File: config.mk
export PLATFORM = sky130hd
export DESIGN_NAME = mem_wb_stage
export DESIGN_NICKNAME = d
export VERILOG_FILES = /design/src/rtl/mem_wb_stage.sv
export SDC_FILE = /design/constraint.sdc
export NUM_CORES = 1
export LEC_CHECK = 0
export CELL_PAD_IN_SITES_DETAIL_PLACEMENT = 1
export CELL_PAD_IN_SITES_GLOBAL_PLACEMENT = 1
export CORE_MARGIN = 2
export CORE_UTILIZATION = 35
export DETAILED_ROUTE_END_ITERATION = 8
export MAX_ROUTING_LAYER = met4
export PLACE_DENSITY_LB_ADDON = 0.1
export SETUP_SLACK_MARGIN = 0.1
export SYNTH_ARGS = -nofsm -noshare
export SYNTH_HDL_FRONTEND = slang
export SYNTH_SLANG_ARGS = --single-unit
File: constraint.sdc
create_clock -name clk -period 3.1 [get_ports clk]
set_input_delay 0.31 -clock clk [delete_from_list [all_inputs] [get_ports clk]]
set_output_delay 0.31 -clock clk [all_outputs]
set_load 0.01 [all_outputs]
File: src/rtl/mem_wb_stage.sv
// mem_wb_stage: MEM/WB pipeline register with load extraction, write-data select and retire counter.
module mem_wb_stage #(
    parameter logic [31:0] RESET_PC = 32'h0000_3000
) (
    input  logic        clk,
    input  logic        reset,
    input  logic        stall,
    input  logic        flush,
    input  logic        m_valid,
    input  logic [31:0] m_pc,
    input  logic        m_regwrite,
    input  logic [4:0]  m_a3,
    input  logic [1:0]  m_wdsel,
    input  logic [31:0] m_alu_result,
    input  logic [31:0] m_mem_rdata,
    input  logic [2:0]  m_load_type,
    output logic        w_regwrite,
    output logic [4:0]  w_a3,
    output logic [31:0] w_wd,
    output logic [31:0] w_pc,
    output logic        w_valid,
    output logic [31:0] w_retired
);
    logic        valid_q, valid_d, regwrite_q, regwrite_d;
    logic [4:0]  a3_q, a3_d;
    logic [31:0] wd_q, wd_d, pc_q, pc_d, retired_q, retired_d;
    logic [15:0] half;
    logic [7:0]  byte_v;
    logic [31:0] load_data, sel_data;

    always_comb begin
        half = m_alu_result[1] ? m_mem_rdata[31:16] : m_mem_rdata[15:0];
        byte_v = m_alu_result[1] ? (m_alu_result[0] ? m_mem_rdata[31:24] : m_mem_rdata[23:16])
                                 : (m_alu_result[0] ? m_mem_rdata[15:8] : m_mem_rdata[7:0]);
        load_data = m_load_type == 3'd1 ? {{16{half[15]}}, half} :
                    m_load_type == 3'd2 ? {16'b0, half} :
                    m_load_type == 3'd3 ? {{24{byte_v[7]}}, byte_v} :
                    m_load_type == 3'd4 ? {24'b0, byte_v} : m_mem_rdata;
        sel_data = m_wdsel == 2'd0 ? m_alu_result :
                   m_wdsel == 2'd1 ? load_data :
                   m_wdsel == 2'd2 ? m_pc + 32'd8 : 32'd0;
        valid_d = valid_q;
        regwrite_d = regwrite_q;
        a3_d = a3_q;
        wd_d = wd_q;
        pc_d = pc_q;
        retired_d = reset ? 32'd0 : retired_q;
        // A bubble is loaded on reset, flush, or a capture of an empty M stage
        if (reset || flush || (!stall && !m_valid)) begin
            valid_d = 1'b0;
            regwrite_d = 1'b0;
            a3_d = 5'd0;
            wd_d = 32'd0;
            pc_d = RESET_PC;
        end else if (!stall) begin
            valid_d = 1'b1;
            regwrite_d = m_regwrite && (m_a3 != 5'd0);
            a3_d = m_a3;
            wd_d = sel_data;
            pc_d = m_pc;
            retired_d = retired_q + 32'd1;
        end
    end

    always_ff @(posedge clk) begin
        valid_q <= valid_d;
        regwrite_q <= regwrite_d;
        a3_q <= a3_d;
        wd_q <= wd_d;
        pc_q <= pc_d;
        retired_q <= retired_d;
    end

    assign w_valid = valid_q;
    assign w_regwrite = regwrite_q;
    assign w_a3 = a3_q;
    assign w_wd = wd_q;
    assign w_pc = pc_q;
    assign w_retired = retired_q;
endmodule

== After elaboration in Yosys (flattened, before gate mapping) ==
Cells that the tools add are included.

* Flip-flop bits (word level): 103
* Bits of input ports: 112
* Output and inout port bits: 103
* Logic and storage cells: 36

* Eq/ne operators: 6
* Muxes and demuxes: 14
* Reduce and logical (&&, ||, !) cells: 8
* $add $sub $neg: 2

{| class="wikitable"
|+ Operator list
! operator !! number
|-
| 32-bit 2-to-1 mux || 10
|-
| 32-bit by 1-bit adder with 32-bit output (second input constant) || 1
|-
| 32-bit by 4-bit adder with 32-bit output (second input constant) || 1
|-
| 8-bit 2-to-1 mux || 3
|-
| 16-bit 2-to-1 mux || 1
|-
| 3-bit by 2-bit equality test with 1-bit output (second input constant) || 2
|-
| 5-bit nonzero test || 1
|-
| 3-bit by 1-bit equality test with 1-bit output (second input constant) || 1
|-
| 3-bit equality test (second input constant) || 1
|-
| 2-bit by 1-bit equality test with 1-bit output (second input constant) || 1
|-
| 2-bit equality test (second input constant) || 1
|-
| 1-bit logical AND || 2
|-
| 1-bit logical NOT || 2
|-
| 2-bit logical NOT || 1
|-
| 1-bit logical OR || 2
|}

== Longest topological paths before layout ==
* Depth after elaboration: 8
* Gate-level depth with buffers: 8
* Mapped depth without buffers: 6

== Worst setup path before layout ==
No wires, ideal clock.

* Kind: flip-flop to flip-flop
* Start: register retired_q[4] (netlist: w_retired[4])
* End: register retired_q[25] (netlist: w_retired[25])
* Period minus slack after synthesis: 1.880 ns
* Stages on the path, launching flop included: 6
* Path buffers: 0
* Slack: 1.220 ns
* Library setup time: 0.071 ns
* Data arrival time: 1.809 ns
* Required time: 3.029 ns
* Cells stage by stage: dfxtp_1 and4_4 nand4_4 or3_4 or4_1 a21oi_1

* Cells in the longest elaborated chain, start to end: 3

{| class="wikitable"
|+ RTL lines
! what !! RTL line !! source
|-
| start: declaration || 26 || <nowiki>logic [31:0] wd_q, wd_d, pc_q, pc_d, retired_q, retired_d;</nowiki>
|-
| start signal: assignment || 71 || <nowiki>retired_q <= retired_d;</nowiki>
|-
| 32-bit by 1-bit adder with 32-bit output || 61 || <nowiki>retired_d = retired_q + 32'd1;</nowiki>
|-
| 32-bit 2-to-1 mux || 55 || <nowiki>end else if (!stall) begin</nowiki>
|-
| 32-bit 2-to-1 mux || 49 || <nowiki>if (reset || flush || (!stall && !m_valid)) begin</nowiki>
|-
| net retired_d[25] || 26 ||
|}

The timed path passes the listed nets, and every way through them passes these cells.
A chain may end at the register's enable or synchronous reset.

== Worst setup path in the final report ==
* Start: input m_load_type[0]
* End: register wd_q[2] (netlist: w_wd[2])

* Cells in the longest elaborated chain, start to end: 7
* Elaborated cells on any way between the ends: 10
* Those cells by class: eq/ne (4); mux (6)

{| class="wikitable"
|+ RTL lines
! what !! RTL line !! source
|-
| start: declaration || 16 || <nowiki>input logic [2:0] m_load_type,</nowiki>
|-
| 3-bit equality test || 38 || <nowiki>m_load_type == 3'd4 ? {24'b0, byte_v} : m_mem_rdata;</nowiki>
|-
| 32-bit 2-to-1 mux || 38 ||
|-
| 32-bit 2-to-1 mux || 37 || <nowiki>m_load_type == 3'd3 ? {{24{byte_v[7]}}, byte_v} :</nowiki>
|-
| 32-bit 2-to-1 mux || 36 || <nowiki>m_load_type == 3'd2 ? {16'b0, half} :</nowiki>
|-
| 32-bit 2-to-1 mux * || 35 || <nowiki>load_data = m_load_type == 3'd1 ? {{16{half[15]}}, half} :</nowiki>
|-
| 32-bit 2-to-1 mux * || 40 || <nowiki>m_wdsel == 2'd1 ? load_data :</nowiki>
|-
| 32-bit 2-to-1 mux * || 39 || <nowiki>sel_data = m_wdsel == 2'd0 ? m_alu_result :</nowiki>
|-
| end signal: assignment || 69 || <nowiki>wd_q <= wd_d;</nowiki>
|-
| end: declaration || 26 ||
|}

Mark *: on every way between the ends. The rest lies on a longest branch, timed or not.

==> key figures <==
CTS
  – Setup bufs post-CTS: 0
  – CTS HTree Levels: 3
  – Clock tree from TritonCTS: yes
  – CTS Buffer Depth: 2
  – Root buffer cell: sky130_fd_sc_hd__clkbuf_16
  – Clock transition at the register clock pins on the worst setup and hold paths after CTS: approximately 70 ps
  – Worst skew pair latency: around 360 ps
  – Post-CTS Hold Fix Bufs: 0
  – Clock Sinks: ~100
  – Total CTS buffers: 9
  – Post-cts repair resize count: 0

Power
  – Clock share of power: a little under two fifths
  – Power spent charging and discharging nets: between 800 and 900 uW
  – Switching power share of the total: between 20 and 30%
  – Worst ir drop on vdd: 288 uV
  – P_leak: 0.00313 uW
  – Power per Cell Area: between 300 and 400 nW/um^2
  – Fraction of power consumed by sequential logic: between 40% and 50%
  – Total internal power: around 2300 uW
  – Logic pwr share: 20.0%

Cells and area
  – NumNets Final: between 1,000 and 1,500
  – Finished layout cell area: around 8700 um^2
  – Leading cell type in the layout, fill and taps excluded: sky130_fd_sc_hd__clkdlybuf4s50_1
  – Commonest non-fill, non-tap cells in the layout: sky130_fd_sc_hd__clkdlybuf4s50_1 (213), sky130_fd_sc_hd__dfxtp_1 (103), sky130_fd_sc_hd__nor2_1 (98)
  – Share of post-route cells with drive strength above 1: 7.08%
  – Antenna fix cells: 0
  – Area taken by multi-input logic gates: between 3000 and 4000 um^2
  – Finished Core Util: approximately 52%
  – Synth-to-layout area growth: 45.6%
  – Register area: 2060 um^2
  – Fill count: a little under 2,000

Global route
  – Number of global-route vias before repair: between 7,000 and 8,000
  – Global-route wire length before repair: a little under 40 mm
  – Total global routing track utilization: about 29%
  – Antenna violations before repair: 0
  – Maximum number of pins on one net before global-route repair: 58
  – Congestion Overflow GR: 0

Timing
  – Pins Over Slew Limit: 0
  – Part of the cycle the worst path needs: between 70% and 80%
  – Normalized max-slew margin: 42.9%
  – Highest clock frequency the design can meet: approximately 410 MHz
  – Setup TNS: 0 ps
  – Tightest hold margin: between 300 and 400 ps
  – Min cycle time layout: around 2400 ps
  – Setup Viol. Count Final: 0
  – Number of failing hold endpoints at the final stage: 0
  – Unrepaired setup endpoints after global routing: false
  – Clk_skew: slightly below 7 ps
  – Worst-Margin Slew: between 800 and 900 ps

Setup path
  – Critical Path RT: 3340 ps
  – Worst Reg2Reg Path Length in Cells: 6
  – Critical path arrival: approximately 2700 ps
  – Max Fanout on Critical Path: 12
  – Worst Setup Path Type: primary input to flop
  – Critical Path End Type: flop
  – Startpoint kind of the worst setup timing path: primary input

Die
  – Effective utilization at floorplan: a little over a third
  – Core footprint: 16,600 um^2
  – Num rows: between 40 and 50
  – Number of I/O pins: between 200 and 250
  – Die outline width: approximately 130 um
  – Die span in y: 135 um
  – Die Outline Area: ~18,000 um^2

Drt
  – Antenna violation net count after detailed routing: 0
  – Routed wirelength normalized by instance count: 21.2 um
  – Post-route DRC: 0
  – Via density per instance: approximately 5.6
  – Starting DRC count in detailed routing: 371
  – Total Wirelength: roughly 25 mm
  – DRT Pass-1 Iters: 5
  – Via total after detailed routing: 6,700

Synthesis
  – Synthesized area: between 5000 and 6000 um^2
  – Most area-hungry cell type in the Yosys netlist: sky130_fd_sc_hd__dfxtp_1
  – Number of storage elements in the synthesis netlist: just over 100
  – Post-synthesis average cell area: roughly 7.8 um^2
  – Share of flip-flops with an asynchronous set or reset: 0%
  – Number of distinct library cell variants in the gate-level netlist after synthesis: roughly 70
  – Net Count, Synth: 878
  – Leading register cell type out of synthesis: sky130_fd_sc_hd__dfxtp_1
  – Largest cells by area after synthesis: sky130_fd_sc_hd__dfxtp_1 (34%), sky130_fd_sc_hd__mux2i_1 (6.7%), sky130_fd_sc_hd__nor2_1 (6.1%), sky130_fd_sc_hd__nand2_1 (5.3%), sky130_fd_sc_hd__xnor2_1 (4.1%)
  – Number of synthesized flops with an enable pin: 0
  – Mapped Cells: ~760
  – Count of yosys warnings during synthesis: 0
  – Fraction of post-synthesis cell area in the top cell type by area: about a third
  – Sequential area share after synthesis: 34.4%

Job
  – Number of max-cap violations: 0

Placement
  – Area after DPL: 8410 um^2
  – Port Buffers: 214
  – DP Wirelength: 20.2 mm
  – Last weighted congestion value of the routability-driven placer: 0.921

Status
  – Run status: complete, no violations

Hold path
  – Worst Hold Class: primary input to flop
  – Number of cells on the worst hold path: 3
==> layer usage <==
layer / vias up / track usage, % / wire (um)
met1: 3271 / 32.9 / 10300
met2: 218 / 50.1 / 12900
met4: 0 / 10.9 / 745
li1: 3168 / - / -
met5: - / - / 0
met3: 43 / 4.35 / 1340
==> registers in the layout, summed over array words and instances (netlist names) <==
register	cells
w_retired	32
w_wd	32
w_valid	1
w_pc	32
w_a3	5
w_regwrite	1
==> path summary, 6_finish.rpt <==
check | slack, ps | from | to
worst min-delay path | 320 | stall | w_pc[1]$_SDFFE_PP0N_
worst max register to register | 950 | w_retired[10]$_DFF_P_ | w_retired[22]$_DFF_P_
worst min register to register | 450 | w_valid$_SDFFE_PP0N_ | w_valid$_SDFFE_PP0N_
worst max-delay path | 680 | m_load_type[0] | w_wd[2]$_SDFFE_PP0N_
==> power by group through the flow <==
stage / logic [uW] / registers (uW) / clock network (uW)
5_1_grt: 685 / 1370 / 1280
3_3_place_gp: 628 / 1400 / 0
6_report: 641 / 1370 / 1200
2_1_floorplan: 268 / 1410 / 0
3_5_place_dp: 634 / 1400 / 0
4_1_cts: 638 / 1370 / 1230
==> critical path: stages <==
cell                              delay [ps]
sky130_fd_sc_hd__clkdlybuf4s50_1         630
sky130_fd_sc_hd__and3b_1                 310
sky130_fd_sc_hd__nor2_1                  650
sky130_fd_sc_hd__buf_4                   280
sky130_fd_sc_hd__o22ai_1                  80
sky130_fd_sc_hd__a222oi_1                250
sky130_fd_sc_hd__o21ai_0                 130
==> kinds of logic after synthesis <==
kind of cell / Yosys count / synth area share, %
AOI/OAI and AO/OA: 166 / 18.2
xor gates and xnor gates: 49 / 7.17
adders and majority gates: 4 / 0.752
buffers and inverters: 68 / 4.47
DFF: 103 / 34.4
muxes: 46 / 8.00
and+or+nand+nor: 328 / 27.0
==> final cells by class <==
type,instances,area share [%]
Sequential cell,103,23.6
Clock inverter,5,0.732
Multi-Input combinational cell,593,42.0
Timing Repair Buffer,240,26.8
Inverter,22,0.947
Clock buffer,11,2.78
Tap cell,220,3.16
==> synth_stat cells (all sizes together) (3+ instances only) <==
| cell | number |
|---|---|
| dfxtp | 103 |
| nor2 | 99 |
| nand2 | 85 |
| o21ai | 41 |
| mux2i | 40 |
| a21oi | 36 |
| nand3 | 36 |
| clkbuf | 28 |
| xnor2 | 28 |
| nand4 | 22 |
| inv | 21 |
| xor2 | 21 |
| nor3 | 20 |
| buf | 18 |
| nor4 | 18 |
| o211ai | 12 |
| a31oi | 10 |
| and3 | 9 |
| o22ai | 9 |
| a221oi | 8 |
| o31ai | 7 |
| a211o | 6 |
| nand2b | 6 |
| nor2b | 6 |
| mux2 | 5 |
| o21a | 5 |
| o221ai | 5 |
| or3 | 5 |
| a22oi | 4 |
| a31o | 4 |
| and4 | 4 |
| or2 | 4 |
| a222oi | 3 |
| nor3b | 3 |
| or4 | 3 |
==> stage by stage <==
stage | setup WS (ps) | std cells | power (uW)
CTS | 758 | 1194 | 3230
global placement | 383 | 1178 | 2030
floorplan | 1220 | 764 | 1680
global route | 533 | 1194 | 3330
finish | 681 | 1194 | 3210
detailed placement | 386 | 1178 | 2030
Power figures use the tool's default switching activity.
